## config.mk

```make
export PLATFORM = sky130hd
export DESIGN_NAME = fetch_unit
export DESIGN_NICKNAME = d
export VERILOG_FILES = /design/src/rtl/fetch_unit.sv
export SDC_FILE = /design/constraint.sdc
export NUM_CORES = 1
export LEC_CHECK = 0
export BUFFER_PORTS_ARGS = -buffer_cell sky130_fd_sc_hd__buf_2
export CAP_MARGIN = 20
export CELL_PAD_IN_SITES_DETAIL_PLACEMENT = 0
export CELL_PAD_IN_SITES_GLOBAL_PLACEMENT = 2
export CORE_MARGIN = 3
export CORE_UTILIZATION = 40
export CTS_BUF_LIST = sky130_fd_sc_hd__clkbuf_8
export DETAILED_ROUTE_END_ITERATION = 12
export GPL_TIMING_DRIVEN = 1
export PLACE_DENSITY_LB_ADDON = 0.1
export SYNTH_ARGS = -nofsm -noshare
export SYNTH_HDL_FRONTEND = slang
export SYNTH_SLANG_ARGS = --single-unit
```

## constraint.sdc

```tcl
create_clock -name clk -period 3.4 [get_ports clk]
set_input_delay 0.51 -clock clk [delete_from_list [all_inputs] [get_ports clk]]
set_output_delay 0.51 -clock clk [all_outputs]
set_load 0.1 [all_outputs]
```

## src/rtl/fetch_unit.sv

```systemverilog
// fetch_unit
// Instruction fetch front end: issues sequential word fetches to instruction
// memory, tracks in-flight requests, buffers returned instructions with their
// PCs in a small FIFO for decode, and handles redirects by flushing the FIFO
// and discarding every response still in flight.
//
// Parameters:
//   XLEN         width of PC, addresses and instruction word
//   RESET_VECTOR PC loaded on reset
//   FIFO_DEPTH   instruction buffer entries (power of two, >= 2)
//
// Ports:
//   clk, reset                       clock, asynchronous active-high reset
//   redirect_valid, redirect_target  change fetch PC, flush buffered work
//   imem_req_valid/addr/ready        memory request handshake
//   imem_rsp_valid/data              in-order memory responses
//   if_valid/instr/pc, if_ready      decode handshake (FIFO head)
//   misalign_fault                   one-cycle pulse on misaligned redirect
//
// Build option:
//   FETCH_MISALIGN_TRAP_EN  defined: a misaligned redirect pulses
//   misalign_fault and halts fetch until the next aligned redirect.
//   Undefined: the low two target bits are cleared and the fault is tied low.
module fetch_unit #(
    parameter int unsigned     XLEN         = 32,
    parameter logic [XLEN-1:0] RESET_VECTOR = '0,
    parameter int unsigned     FIFO_DEPTH   = 4
) (
    input  logic            clk,
    input  logic            reset,
    input  logic            redirect_valid,
    input  logic [XLEN-1:0] redirect_target,
    output logic            imem_req_valid,
    output logic [XLEN-1:0] imem_req_addr,
    input  logic            imem_req_ready,
    input  logic            imem_rsp_valid,
    input  logic [XLEN-1:0] imem_rsp_data,
    output logic            if_valid,
    output logic [XLEN-1:0] if_instr,
    output logic [XLEN-1:0] if_pc,
    input  logic            if_ready,
    output logic            misalign_fault
);

    localparam int unsigned PW = $clog2(FIFO_DEPTH);
    localparam int unsigned CW = PW + 1;

    typedef logic [CW-1:0] cnt_t;

    logic [XLEN-1:0] fetch_pc;
    logic [XLEN-1:0] rsp_pc;       // PC of the next response that will be kept
    logic [PW-1:0]   rd_ptr;
    logic [PW-1:0]   wr_ptr;
    cnt_t            fifo_count;
    cnt_t            outstanding;  // all requests in flight, kept or dropped
    cnt_t            drop_count;   // leading in-flight responses to discard

    logic [XLEN-1:0] fifo_instr [FIFO_DEPTH];
    logic [XLEN-1:0] fifo_pc    [FIFO_DEPTH];

    logic [XLEN-1:0] target;
    logic            halted;

    logic            req_fire;
    logic            push;
    logic            pop;
    logic            rsp_drop;
    logic [CW:0]     in_flight;

`ifdef FETCH_MISALIGN_TRAP_EN
    logic target_bad;

    assign target     = redirect_target;
    assign target_bad = redirect_target[1:0] != 2'b00;

    always_ff @(posedge clk or posedge reset) begin
        if (reset) begin
            halted         <= 1'b0;
            misalign_fault <= 1'b0;
        end else begin
            misalign_fault <= redirect_valid && target_bad;
            if (redirect_valid) begin
                halted <= target_bad;
            end
        end
    end
`else
    assign target         = redirect_target & ~XLEN'(3);
    assign halted         = 1'b0;
    assign misalign_fault = 1'b0;
`endif

    assign if_valid      = fifo_count != '0;
    assign if_instr      = fifo_instr[rd_ptr];
    assign if_pc         = fifo_pc[rd_ptr];
    assign imem_req_addr = fetch_pc;

    // Requests are throttled so that every in-flight response is guaranteed
    // a FIFO slot; this is what makes overflow impossible.
    always_comb begin
        in_flight      = {1'b0, fifo_count} + {1'b0, outstanding};
        imem_req_valid = !reset && !redirect_valid && !halted &&
                         (drop_count == '0) &&
                         (in_flight < (CW+1)'(FIFO_DEPTH));
        req_fire       = imem_req_valid && imem_req_ready;
        rsp_drop       = imem_rsp_valid && (drop_count != '0);
        push           = imem_rsp_valid && (drop_count == '0) && !redirect_valid;
        pop            = if_valid && if_ready && !redirect_valid;
    end

    always_ff @(posedge clk or posedge reset) begin
        if (reset) begin
            fetch_pc    <= RESET_VECTOR;
            rsp_pc      <= RESET_VECTOR;
            rd_ptr      <= '0;
            wr_ptr      <= '0;
            fifo_count  <= '0;
            outstanding <= '0;
            drop_count  <= '0;
        end else if (redirect_valid) begin
            // Everything still in flight after this cycle's response is stale,
            // including responses already marked for dropping.
            fetch_pc    <= target;
            rsp_pc      <= target;
            rd_ptr      <= '0;
            wr_ptr      <= '0;
            fifo_count  <= '0;
            outstanding <= outstanding - cnt_t'(imem_rsp_valid);
            drop_count  <= outstanding - cnt_t'(imem_rsp_valid);
        end else begin
            if (req_fire) begin
                fetch_pc <= fetch_pc + XLEN'(4);
            end
            if (push) begin
                wr_ptr <= wr_ptr + PW'(1);
                rsp_pc <= rsp_pc + XLEN'(4);
            end
            if (pop) begin
                rd_ptr <= rd_ptr + PW'(1);
            end
            if (rsp_drop) begin
                drop_count <= drop_count - cnt_t'(1);
            end
            fifo_count  <= fifo_count + cnt_t'(push) - cnt_t'(pop);
            outstanding <= outstanding + cnt_t'(req_fire) - cnt_t'(imem_rsp_valid);
        end
    end

    always_ff @(posedge clk) begin
        if (push) begin
            fifo_instr[wr_ptr] <= imem_rsp_data;
            fifo_pc[wr_ptr]    <= rsp_pc;
        end
    end

endmodule

```

==> flow_metrics.env <==
export IMPL_layout_commonest_cell="edfxtp_1"
export IMPL_ys_async_sr_fraction_pct=22.7
export IMPL_worstMarginPinSlew_ns=0.965
export IMPL_final_cell_mix="248 x edfxtp_1, 161 x buf_2, 71 x dfrtp_1, 62 x mux4_2, 53 x clkbuf_8"
export IMPL_timing_clock_skew_ns=0.0282
export IMPL_crit_buf_inv=2
export IMPL_dieWidth_um=188
export IMPL_clk_pin_slew_worst_paths_ns=0.06
export IMPL_finalSetupTns_ns=0
export IMPL_clockRootBuffer="clkbuf_8"
export IMPL_ant_nets=0
export IMPL_crit_required_ns=2.89
export IMPL_viasPerCell=5.23
export IMPL_drv_slew=0
export IMPL_num_nets_final=1083
export IMPL_crit_chain="buf_4 > mux4_2 > buf_2"
export IMPL_yosys_warnings=0
export IMPL_htree_levels=2
export IMPL_slowest_stage="dfrtp_4"
export IMPL_path_class="reg -> out"
export IMPL_synth_edff_count=248
export IMPL_finalSetupViolCount=0
export IMPL_outcome="completed"
export IMPL_routabilityCongestion=0.774
export IMPL_fin_crit_sh_pct=87.2
export IMPL_crit_fanout=17
export IMPL_min_period_ns=2.96
export IMPL_finalWirelength_mm=29.6
export IMPL_post_cts_buffers=0
export IMPL_synthCells=795
export IMPL_ys_types=51
export IMPL_io_pins=169
export IMPL_grt_max_degree=63
export IMPL_critPathCaptureType="output pin"
export IMPL_dpl_hpwl_mm=19.0
export IMPL_num_vias=7716
export IMPL_syn_avg_cell_area_um2=16.7
export IMPL_seq_area_frac_synth_pct=69.9
export IMPL_core_area_um2=32600
export IMPL_synthFlopType="edfxtp_1"
export IMPL_avgRoutedWirePerCell_um=20.1
export IMPL_num_fill_cells=2828
export IMPL_antenna_found_initial=0
export IMPL_cap_violations=0
export IMPL_holdWs_ns=0.157
export IMPL_grt_use_total_pct=16.9
export IMPL_initial_utilization_pct=40.7
export IMPL_critPathMaxStageDelay_ns=0.66
export IMPL_syn_area_um2=13300
export IMPL_power_density_nw_per_um2=742
export IMPL_cts_path_max_buffers=3
export IMPL_slew_headroom_pct=35.6
export IMPL_hold_viol_final=0
export IMPL_min_from="imem_rsp_data[26]"
export IMPL_rsz0062_at_grt="no"
export IMPL_ir_drop_mv=0.368
export IMPL_cts_num_sinks=321
export IMPL_die_area_um2=35400
export IMPL_arrival_ns=2.45
export IMPL_cts_tree="done"
export IMPL_critPathLaunchType="register"
export IMPL_p_leak_uw=0.00567
export IMPL_n_antenna_cell=0
export IMPL_grt_first_pass_wirelength_mm=47.2
export IMPL_fmax_mhz=337
export IMPL_hold_class="in -> reg"
export IMPL_ys_ff_latch=321
export IMPL_overflow=0
export IMPL_worstReg2RegStart="drop_count[0]"
export IMPL_crit_start="rd_ptr[0]"
export IMPL_drtIter0Drc=391
export IMPL_port_buffers=161
export IMPL_grt_pass1_vias=8304
export IMPL_drc=0
export IMPL_rows=66
export IMPL_drive_gt1_share_pct=31.9
export IMPL_clock_latency_ns=0.56
export IMPL_firstDrtPassIters=4
export IMPL_syn2layout_area_growth_pct=17.7
export IMPL_die_y_um=188
export IMPL_cp_top_family="flip-flops"
export IMPL_cts_made_buffers=53
-- cells in the mapped netlist (5+ instances only) --
| library cell | n | share of area (%) |
|---|---|---|
| a21oi_1 | 7 | 0.26 |
| a31oi_1 | 6 | 0.28 |
| a41oi_1 | 5 | 0.33 |
| and2_1 | 8 | 0.38 |
| and3_1 | 9 | 0.42 |
| and4_1 | 8 | 0.53 |
| buf_2 | 11 | 0.41 |
| buf_4 | 6 | 0.34 |
| clkbuf_1 | 21 | 0.59 |
| dfrtp_1 | 73 | 14 |
| edfxtp_1 | 248 | 56 |
| ha_1 | 16 | 1.5 |
| inv_1 | 22 | 0.62 |
| mux2_2 | 7 | 0.59 |
| mux4_2 | 62 | 11 |
| nand2_1 | 52 | 1.5 |
| nand3_1 | 31 | 1.2 |
| nand4_1 | 25 | 1.2 |
| nor2_1 | 20 | 0.57 |
| nor3_1 | 9 | 0.34 |
| o211ai_1 | 7 | 0.40 |
| o21ai_0 | 45 | 1.7 |
| o311ai_0 | 7 | 0.46 |
| or3_1 | 6 | 0.28 |
| xnor2_1 | 14 | 0.92 |
| xor2_1 | 29 | 1.9 |
-- through the flow --
step           power (µW)  worst slack, ns  cells  cell area, µm²  util (%)
2_1_floorplan        8080            0.339    799           13300         -
3_3_place_gp         8780            0.693   1380           14700      45.1
3_5_place_dp         8820            0.680   1381           14700      45.1
4_1_cts             11800            0.338   1474           15600      47.9
5_1_grt             12100            0.274   1474           15600      47.9
6_report            11600            0.436   1474           15600      47.9
-- repair_timing --
action,CTS,global route
resized for setup,0,0
endpoints found under the hold margin,20,0
hold buffers,1,0
-- final cells by class --
cell class	instances	area (µm²)	share of cell area (%)
clock buffer	53	729	4.67
clock inverter	39	171	1.10
inverter	23	86.3	0.553
multi-input combinational	413	3720	23.8
sequential	321	9280	59.4
tap	442	553	3.54
timing repair buffer	183	1080	6.90
-- state kept, by name, indices dropped and copies added, names as in the netlist --
| name | count |
|---|---|
| drop_count | 3 |
| fifo_count | 3 |
| fifo_instr | 128 |
| fifo_pc | 120 |
| imem_req_addr | 30 |
| outstanding | 3 |
| rd_ptr | 2 |
| rsp_pc | 30 |
| wr_ptr | 2 |
-- logic make-up (layout without fill, tap and decap cells) --
logic type / after synthesis / after routing / share of synthesized area (%)
flops: 321 / 321 / 69.9
fa+ha+maj: 18 / 18 / 1.81
compound gates: 86 / 86 / 4.01
xor+xnor: 43 / 43 / 2.84
mux: 73 / 73 / 11.4
other cells: 1 / 5 / 0.0283
simple gates: 188 / 188 / 7.80
buf+inv: 65 / 298 / 2.18
-- where the power goes --
| group | leakage, µW | switching [µW] | internal, µW | total [µW] |
|---|---|---|---|---|
| Combinational | 0.00202 | 3000 | 936 | 3940 |
| Sequential | 0.00312 | 266 | 4480 | 4740 |
| Clock | 0.000529 | 1460 | 1450 | 2910 |
| Total | 0.00567 | 4730 | 6870 | 11600 |
-- metal layers --
metal | share of wire (%) | global-route usage [%] | wire, µm | vias to the layer above
li1 | - | - | - | 3510
met1 | 46 | 24.2 | 13500 | 3923
met2 | 47 | 27.0 | 13900 | 249
met3 | 5.9 | 3.12 | 1760 | 34
met4 | 1.6 | 4.21 | 472 | 0
met5 | 0 | 0 | 0 | -
-- worst paths after layout --
path | to | slack [ns] | cells after the start
worst min-delay path | fifo_instr[0][26] | 0.16 | 1
worst max-delay path | if_pc[9] | 0.44 | 3
max in group asynchronous | rsp_pc[9] | 2.05 | 4
worst max register to register | outstanding[2] | 0.69 | 12
worst min register to register | outstanding[2] | 0.52 | 1
min in group asynchronous | outstanding[2] | 0.56 | 3
Note: power is estimated with default switching activity, not from simulation.
